### config.mk
export PLATFORM = sky130hd
export DESIGN_NAME = sobel_frame_seq
export DESIGN_NICKNAME = d
export VERILOG_FILES = /design/src/rtl/sobel_frame_seq.sv
export SDC_FILE = /design/constraint.sdc
export NUM_CORES = 1
export LEC_CHECK = 0
export ABC_AREA = 1
export BUFFER_PORTS_ARGS = -buffer_cell sky130_fd_sc_hd__buf_2
export CORE_ASPECT_RATIO = 1.4
export CORE_UTILIZATION = 30
export DETAILED_ROUTE_END_ITERATION = 12
export GPL_ROUTABILITY_DRIVEN = 0
export GPL_TIMING_DRIVEN = 0
export SETUP_SLACK_MARGIN = 0.5
export SLEW_MARGIN = 20
export SYNTH_ARGS = -nofsm -noshare
export SYNTH_HDL_FRONTEND = slang
export SYNTH_SLANG_ARGS = --single-unit
export TNS_END_PERCENT = 1
### constraint.sdc
create_clock -name i_clk -period 3 [get_ports i_clk]
set_input_delay 0.15 -clock i_clk [delete_from_list [all_inputs] [get_ports i_clk]]
set_output_delay 0.15 -clock i_clk [all_outputs]
set_load 0.02 [all_outputs]
### src/rtl/sobel_frame_seq.sv
// sobel_frame_seq: frame sequencer around an external per-pixel colour filter.
// Source pixels are forwarded to the filter until N = IMG_W*IMG_H have been accepted.
// The three 8-bit colour results are joined into one 24-bit result word.
// Optional stall watchdog: define SOBEL_SEQ_WDOG_EN.
module sobel_frame_seq #(
    parameter int IMG_W   = 512,
    parameter int IMG_H   = 4,
    parameter int TMO_CYC = 1024
) (
    input  logic        i_clk,
    input  logic        i_rst,
    input  logic        i_start,
    input  logic        s_rgb_vld,
    output logic        s_rgb_busy,
    input  logic [23:0] s_rgb_data,
    output logic        f_rgb_vld,
    input  logic        f_rgb_busy,
    output logic [23:0] f_rgb_data,
    input  logic        f_r_vld,
    output logic        f_r_busy,
    input  logic [7:0]  f_r_data,
    input  logic        f_g_vld,
    output logic        f_g_busy,
    input  logic [7:0]  f_g_data,
    input  logic        f_b_vld,
    output logic        f_b_busy,
    input  logic [7:0]  f_b_data,
    output logic        m_res_vld,
    input  logic        m_res_busy,
    output logic [23:0] m_res_data,
    output logic        o_active,
    output logic        o_done,
    output logic        o_err
);
    localparam int N  = IMG_W * IMG_H;
    localparam int CW = $clog2(N + 1);
    localparam logic [CW-1:0] N_C = CW'(N);

    typedef enum logic [1:0] {IDLE, RUN, DRAIN, DONE} state_t;

    state_t          state_q, state_d;
    logic [CW-1:0]   in_cnt_q, in_cnt_d, out_cnt_q, out_cnt_d;
    // channel index 2 = red, 1 = green, 0 = blue
    logic [2:0]      hold_full_q, hold_full_d;
    logic [2:0][7:0] hold_q, hold_d;
    logic            m_res_vld_q, m_res_vld_d;
    logic [23:0]     m_res_data_q, m_res_data_d;

    logic            in_open, in_xfer, out_xfer, fire, hold_lock;
    logic [2:0]      ch_vld, ch_busy, ch_cap, ch_avail;
    logic [2:0][7:0] ch_data, ch_val;

    // Source-to-filter pass-through, hold handshakes and result join
    always_comb begin
        in_open    = (state_q == RUN) && (in_cnt_q != N_C);
        f_rgb_vld  = in_open & s_rgb_vld;
        f_rgb_data = s_rgb_data;
        s_rgb_busy = in_open ? f_rgb_busy : 1'b1;
        in_xfer    = f_rgb_vld & ~f_rgb_busy;
        out_xfer   = m_res_vld_q & ~m_res_busy;
        hold_lock  = (state_q == IDLE) || (state_q == DONE);
        ch_vld     = {f_r_vld, f_g_vld, f_b_vld};
        ch_data    = {f_r_data, f_g_data, f_b_data};
        ch_busy    = hold_full_q | {3{hold_lock}};
        ch_cap     = ch_vld & ~ch_busy;
        // a channel counts as available while it is being captured, so the
        // last arriving colour joins the result on its own capture edge
        ch_avail   = hold_full_q | ch_cap;
        for (int i = 0; i < 3; i++)
            ch_val[i] = hold_full_q[i] ? hold_q[i] : ch_data[i];
        fire       = (&ch_avail) & (~m_res_vld_q | ~m_res_busy);
        {f_r_busy, f_g_busy, f_b_busy} = ch_busy;
    end

    assign m_res_vld  = m_res_vld_q;
    assign m_res_data = m_res_data_q;
    assign o_active   = (state_q == RUN) || (state_q == DRAIN);
    assign o_done     = (state_q == DONE);

`ifdef SOBEL_SEQ_WDOG_EN
    localparam int WW = $clog2(TMO_CYC + 1);
    logic [WW-1:0] wd_cnt_q, wd_cnt_d;
    logic          err_q, err_d, any_xfer;
    assign o_err = err_q;
`else
    assign o_err = 1'b0;
`endif

    // Next-state: FSM, counters, holds, result register (and watchdog)
    always_comb begin
        state_d      = state_q;
        in_cnt_d     = in_cnt_q;
        out_cnt_d    = out_cnt_q;
        hold_full_d  = hold_full_q;
        hold_d       = hold_q;
        m_res_vld_d  = m_res_vld_q;
        m_res_data_d = m_res_data_q;

        if (in_xfer)
            in_cnt_d = in_cnt_q + CW'(1);
        if (out_xfer && o_active && (out_cnt_q != N_C))
            out_cnt_d = out_cnt_q + CW'(1);

        for (int i = 0; i < 3; i++) begin
            if (fire) begin
                hold_full_d[i] = 1'b0;
            end else if (ch_cap[i]) begin
                hold_full_d[i] = 1'b1;
                hold_d[i]      = ch_data[i];
            end
        end

        if (fire) begin
            m_res_vld_d  = 1'b1;
            m_res_data_d = {ch_val[2], ch_val[1], ch_val[0]};
        end else if (out_xfer) begin
            m_res_vld_d  = 1'b0;
        end

        case (state_q)
            IDLE: if (i_start) begin
                state_d   = RUN;
                in_cnt_d  = '0;
                out_cnt_d = '0;
            end
            RUN:   if (in_cnt_q == N_C)  state_d = DRAIN;
            DRAIN: if (out_cnt_q == N_C) state_d = DONE;
            DONE:  state_d = IDLE;
            default: state_d = IDLE;
        endcase

`ifdef SOBEL_SEQ_WDOG_EN
        wd_cnt_d = '0;
        err_d    = err_q;
        any_xfer = (s_rgb_vld & ~s_rgb_busy) | in_xfer | (|ch_cap) | out_xfer;
        if ((state_q == IDLE) && i_start)
            err_d = 1'b0;
        if (o_active && !any_xfer) begin
            if (wd_cnt_q == WW'(TMO_CYC - 1)) begin
                // abort the stalled frame and flush partial results
                state_d     = IDLE;
                err_d       = 1'b1;
                hold_full_d = '0;
                m_res_vld_d = 1'b0;
            end else begin
                wd_cnt_d = wd_cnt_q + WW'(1);
            end
        end
`endif
    end

    // State register with asynchronous reset
    always_ff @(posedge i_clk or posedge i_rst) begin
        if (i_rst) begin
            state_q      <= IDLE;
            in_cnt_q     <= '0;
            out_cnt_q    <= '0;
            hold_full_q  <= '0;
            hold_q       <= '0;
            m_res_vld_q  <= 1'b0;
            m_res_data_q <= '0;
        end else begin
            state_q      <= state_d;
            in_cnt_q     <= in_cnt_d;
            out_cnt_q    <= out_cnt_d;
            hold_full_q  <= hold_full_d;
            hold_q       <= hold_d;
            m_res_vld_q  <= m_res_vld_d;
            m_res_data_q <= m_res_data_d;
        end
    end

`ifdef SOBEL_SEQ_WDOG_EN
    // Watchdog counter and sticky error flag
    always_ff @(posedge i_clk or posedge i_rst) begin
        if (i_rst) begin
            wd_cnt_q <= '0;
            err_q    <= 1'b0;
        end else begin
            wd_cnt_q <= wd_cnt_d;
            err_q    <= err_d;
        end
    end
`endif

endmodule

; Word level (Yosys, flattened, before mapping)
; Index checks and enable logic that the tools add are counted.
[op_classes]
eq_ne = 10
reduce_logical = 15
mux = 22
bitwise_logic = 13
n_addsub = 2
[ops]
columns = cell, count
row1 = 12-bit 2-to-1 mux, 6
row2 = "12-bit by 1-bit adder with 12-bit output, second input constant", 2
row3 = "12-bit == test, second input constant", 2
row4 = 8-bit 2-to-1 mux, 3
row5 = "12-bit != test, second input constant", 2
row6 = 1-bit 2-to-1 mux, 9
row7 = 2-bit one-hot mux with 4 select lines, 1
row8 = 2-bit nonzero test, 4
row9 = 2-bit 2-to-1 mux, 3
row10 = 3-bit OR, 2
row11 = 2-bit AND reduction, 3
row12 = 3-bit AND reduction, 2
row13 = 1-bit AND, 4
row14 = "2-bit == test, second input constant", 2
row15 = "2-bit by 1-bit != test with 1-bit output, second input constant", 2
row16 = 1-bit inverter, 4
row17 = 3-bit AND, 1
row18 = 1-bit logical AND, 3
row19 = 3-bit inverter, 1
row20 = "2-bit by 1-bit == test with 1-bit output, second input constant", 1
row21 = 2-bit zero test, 1
row22 = 1-bit logical OR, 2
row23 = "2-bit != test, second input constant", 1
row24 = 1-bit OR, 1
[word_totals]
elab_cells = 73
output_inout_bits = 57
input_bits = 57
regBits = 78

; Longest topological paths before layout
[logic_depth]
word_depth = 10
depth_mapped = 11
depth_no_buf = 10

; Least setup slack after synthesis
; No wires, ideal clock.
[synth_path]
path_type = register to register
start = register state_q[0]
end = register m_res_data_q[17] (netlist: m_res_data[17])
slack_ns = 0.811
path_stages_with_launch = 11
path_buffers = 1
required_time_ns = 2.883
synth_period_minus_slack_ns = 2.189
arrival_time_ns = 2.072
setup_time_ns = 0.117
path_cell_list = dfrtp_1 inv_1 ha_1 inv_2 nor3b_2 nor2_2 nor2_1 nand3_2 clkbuf_1 nand2_1 nand2_1
[synth_via]
elab_chain_cells = 8
word_cells_on_any_way = 9
classes_between = eq/ne: 1 / bitwise: 5 / reduce/logical: 3
[synth_lines]
columns = element, line
row1 = from (decl), 41  ; state_t state_q, state_d;
row2 = from (signal assigned), 163  ; state_q <= state_d;
row3 = 2-bit == test / 2-bit zero test (equally long branches), 61  ; hold_lock = (state_q == IDLE) || (state_q == DONE);
row4 = 1-bit logical OR *, 61
row5 = 3-bit OR *, 64  ; ch_busy = hold_full_q | {3{hold_lock}};
row6 = 3-bit inverter *, 65  ; ch_cap = ch_vld & ~ch_busy;
row7 = 3-bit AND *, 65
row8 = 3-bit OR *, 68  ; ch_avail = hold_full_q | ch_cap;
row9 = 3-bit AND reduction *, 71  ; fire = (&ch_avail) & (~m_res_vld_q | ~m_res_busy);
row10 = 1-bit AND *, 71
row11 = to (signal assigned), 169  ; m_res_data_q <= m_res_data_d;
row12 = to (decl), 47  ; logic [23:0] m_res_data_q, m_res_data_d;
; Mark *: on every way between the ends. The rest lies on a longest branch, timed or not.
; A chain may end at the register's enable or synchronous reset.

; Worst setup path after layout
[layout_path]
start = register state_q[0]
end = register m_res_data_q[13] (netlist: m_res_data[13])
; The elaborated chain is that of the path after synthesis.

==> results.yml <==
outcome:
  status: "completed"
layout:
  nNetsFinal: 713
  diodes: 0
  fin_util: 0.384
  drive_above_1_share: 0.251
  area_growth_pct: 24.1
detailed_routing:
  ant_nets: 0
  wl_mm: 9.81
  vias: 3748
  wl_per_cell_um: 11.8
  viasPerCell: 4.50
  route.detailed.drc: 0
  drtIter0Drc: 178
  dr.pass1.iters: 4
floorplan:
  rows: 50
  die_area_um2: 14400
  core_area_um2: 13500
  die_y_um: 142
  start_util: 0.310
  pin_count: 114
  die_w_um: 102
hold_path:
  min_to: "hold_q[10]$_DFFE_PP0P_"
  min_path_cells: 3
  hp-start: "f_g_data[2]"
  hold_class: "in -> reg"
logic_synthesis:
  synth_warnings: 0
  syn_area_per_cell_um2: 7.69
  async_flop_share: 1.00
  synth_area_leaders: "dfrtp_1, nand2_1, nor2_1"
  synthMuxAreaShare: 0.0431
  synth_top_family_by_area: "simple AND/OR/NAND/NOR gates"
  synth_common_cells: "nand2_1, dfrtp_1, nor2_1"
  synth-edff-count: 0
  synth_top_area_share: 0.467
  netlist.top_cell.by_area: "dfrtp_1"
  yosys_register_bits: 78
  synth_xor_area_frac: 0
  synth_most_common_cell: "nand2_1"
  synth_fp_nets: 610
  synth-compound-area-share: 0.0251
  synth_fa_ha_area_frac: 0.0269
  netlist_instances: 544
  synthDistinctLibCells: 29
  synth-main-ff-cell: "dfrtp_1"
  yosys.area_share.simple: 0.339
  yosysSeqAreaShare: 0.467
  synthesis.area_um2: 4180
global_routing:
  antenna_found_initial: 0
  grt_max_degree: 58
  grt_pass1_vias: 3585
  grt.overflow.total: 0
  grt_use_total: 0.143
  grt_pass1_wl_mm: 16.4
clock_network:
  clk_path_buf_depth: 2
  htreeDepth: 3
  numCtsBuffers: 9
  cts_tree: "built"
  cts_root_buf: "clkbuf_16"
  clk_latency_ps: 330
  cts.clk_slew.worst_paths_ps: 60
  cts_sinks: 78
worst_setup_path:
  rr_startpoint: "state_q[0]$_DFFE_PP0P_"
  slowest_delay_ps: 410
  worst_path_max_delay_cell: "ha_1"
  crit_path_frequent_cell: "nand2_1"
  reg2regPathDepth: 10
  reg2reg_to: "m_res_data[13]$_DFFE_PP0P_"
  crit_type: "reg -> reg"
  path_max_fanout: 10
  rrSetupSlack_ps: 790
  arrival_ps: 2430
  start_kind: "register"
  endpoint_kind: "register"
  crit_chain: "inv_1 -> ha_1 -> inv_2 -> nor3b_4 -> nor2_2 -> nor2_1 -> nand3_2 -> clkbuf_1 -> nand2_1 -> nand2_1"
  cp.required_ps: 3220
job:
  maxCapViolCount: 0
timing:
  min_period_ps: 2210
  fin_skew_ps: 7.80
  finalCritPeriodShare: 0.735
  whs_ps: 64.7
  tns_ps: 0
  rsz0062_at_grt: "no"
  relSlewSlack: 0.610
  layout_setup_ws_ps: 795
  clock.fmax_mhz: 453
  max_slew.worst_pin.slew_ps: 583
  hold_violations: 0
  maxSlewViolCount: 0
  setup_viol: 0
pwr:
  ir_drop_uv: 502
  power_density_nw_per_um2: 916
  leakagePower_uw: 0.00281
place:
  dp_slack_ps: 323
  hpwl_mm: 7.50
  port_buffers: 88
## worst max path at each step
stage          cells after the start                         end              startpoint  slack (ps)
2_1_floorplan                     10  m_res_data[17]$_DFFE_PP0P_  state_q[0]$_DFFE_PP0P_         810
3_3_place_gp                       2  m_res_data[19]$_DFFE_PP0P_                   i_rst        -200
3_5_place_dp                      10   m_res_data[3]$_DFFE_PP0P_  state_q[0]$_DFFE_PP0P_         320
4_1_cts                           10   m_res_data[3]$_DFFE_PP0P_  state_q[1]$_DFFE_PP0P_         700
5_1_grt                           10  m_res_data[14]$_DFFE_PP0P_  state_q[0]$_DFFE_PP0P_         560
6_report                          10  m_res_data[13]$_DFFE_PP0P_  state_q[0]$_DFFE_PP0P_         790
## timing repair
| item | 4_1_cts | 5_1_grt |
|---|---|---|
| endpoints found under the setup margin | 52 | 1 |
| setup buffers | 2 | 0 |
| hold endpoints to repair | 21 | 0 |
| resized for setup | 1 | 2 |
| pin swaps | 2 | 0 |
| hold buffers | 1 | 0 |
## state kept, by name, indices dropped and copies added, names as in the netlist
register,cells
hold_full_q,3
hold_q,24
in_cnt_q,12
m_res_data,24
m_res_vld,1
out_cnt_q,12
state_q,2
## metal layers
metal,up-vias,wire (um),global-route usage,share of wire
met2,107,4960,0.254,0.51
met5,-,0,0,0
met4,0,209,0.0526,0.021
met1,1742,4100,0.167,0.42
met3,19,545,0.0320,0.056
li1,1880,-,-,-
## logic make-up after synthesis
family	count (synthesis)
multiplexers	16
AO/OA/AOI/OAI	18
flip-flops	78
other	1
adder cells (fa/ha/maj)	9
buffers and inverters	79
AND/OR/NAND/NOR	343
## critical path: cells and delay by family (launching register included)
| family | cells | cell delay (ps) |
|---|---|---|
| adder cells (fa/ha/maj) | 1 | 410 |
| buffers and inverters | 3 | 520 |
| flip-flops | 1 | 390 |
| AND/OR/NAND/NOR | 6 | 770 |
## through the flow
| stage | instances | power (uW) | cell area, um^2 |
|---|---|---|---|
| floorplan | 544 | 3100 | 4180 |
| global placement | 814 | 3660 | 4850 |
| detailed placement | 815 | 3740 | 4880 |
| CTS | 832 | 4840 | 5190 |
| global route | 832 | 5150 | 5190 |
| finish | 832 | 4760 | 5190 |
## final cells by class
| cell class | instances | area, um^2 |
|---|---|---|
| Inverter | 41 | 158 |
| Tap cell | 182 | 228 |
| Fill cell | 1445 | 8320 |
| Sequential cell | 78 | 1950 |
| Clock inverter | 4 | 50.0 |
| Buffer | 38 | 260 |
| Timing Repair Buffer | 92 | 493 |
| Clock buffer | 10 | 229 |
| Multi-Input combinational cell | 387 | 1820 |
## power by group
part	internal [uW]	switching (uW)
combinational	762	1350
sequential	1410	198
clock	633	405
total	2810	1950
## placed cells by master, fill, tap and decap left out, types with 5 or more instances in the layout
| cell | netlist | final |
|---|---|---|
| nand4_1 | 8 | 8 |
| nor2_1 | 68 | 68 |
| dfrtp_1 | 78 | 78 |
| mux2_2 | 16 | 16 |
| nand2_1 | 212 | 212 |
| o21ai_0 | 9 | 9 |
| clkbuf_16 | 0 | 9 |
| nand3_1 | 37 | 37 |
| o21bai_1 | 5 | 5 |
| ha_1 | 9 | 9 |
| clkbuf_1 | 6 | 6 |
| buf_2 | 3 | 91 |
| buf_4 | 26 | 28 |
| nor3_1 | 9 | 9 |
| inv_1 | 38 | 37 |
Note: power is estimated with default switching activity, not from simulation.
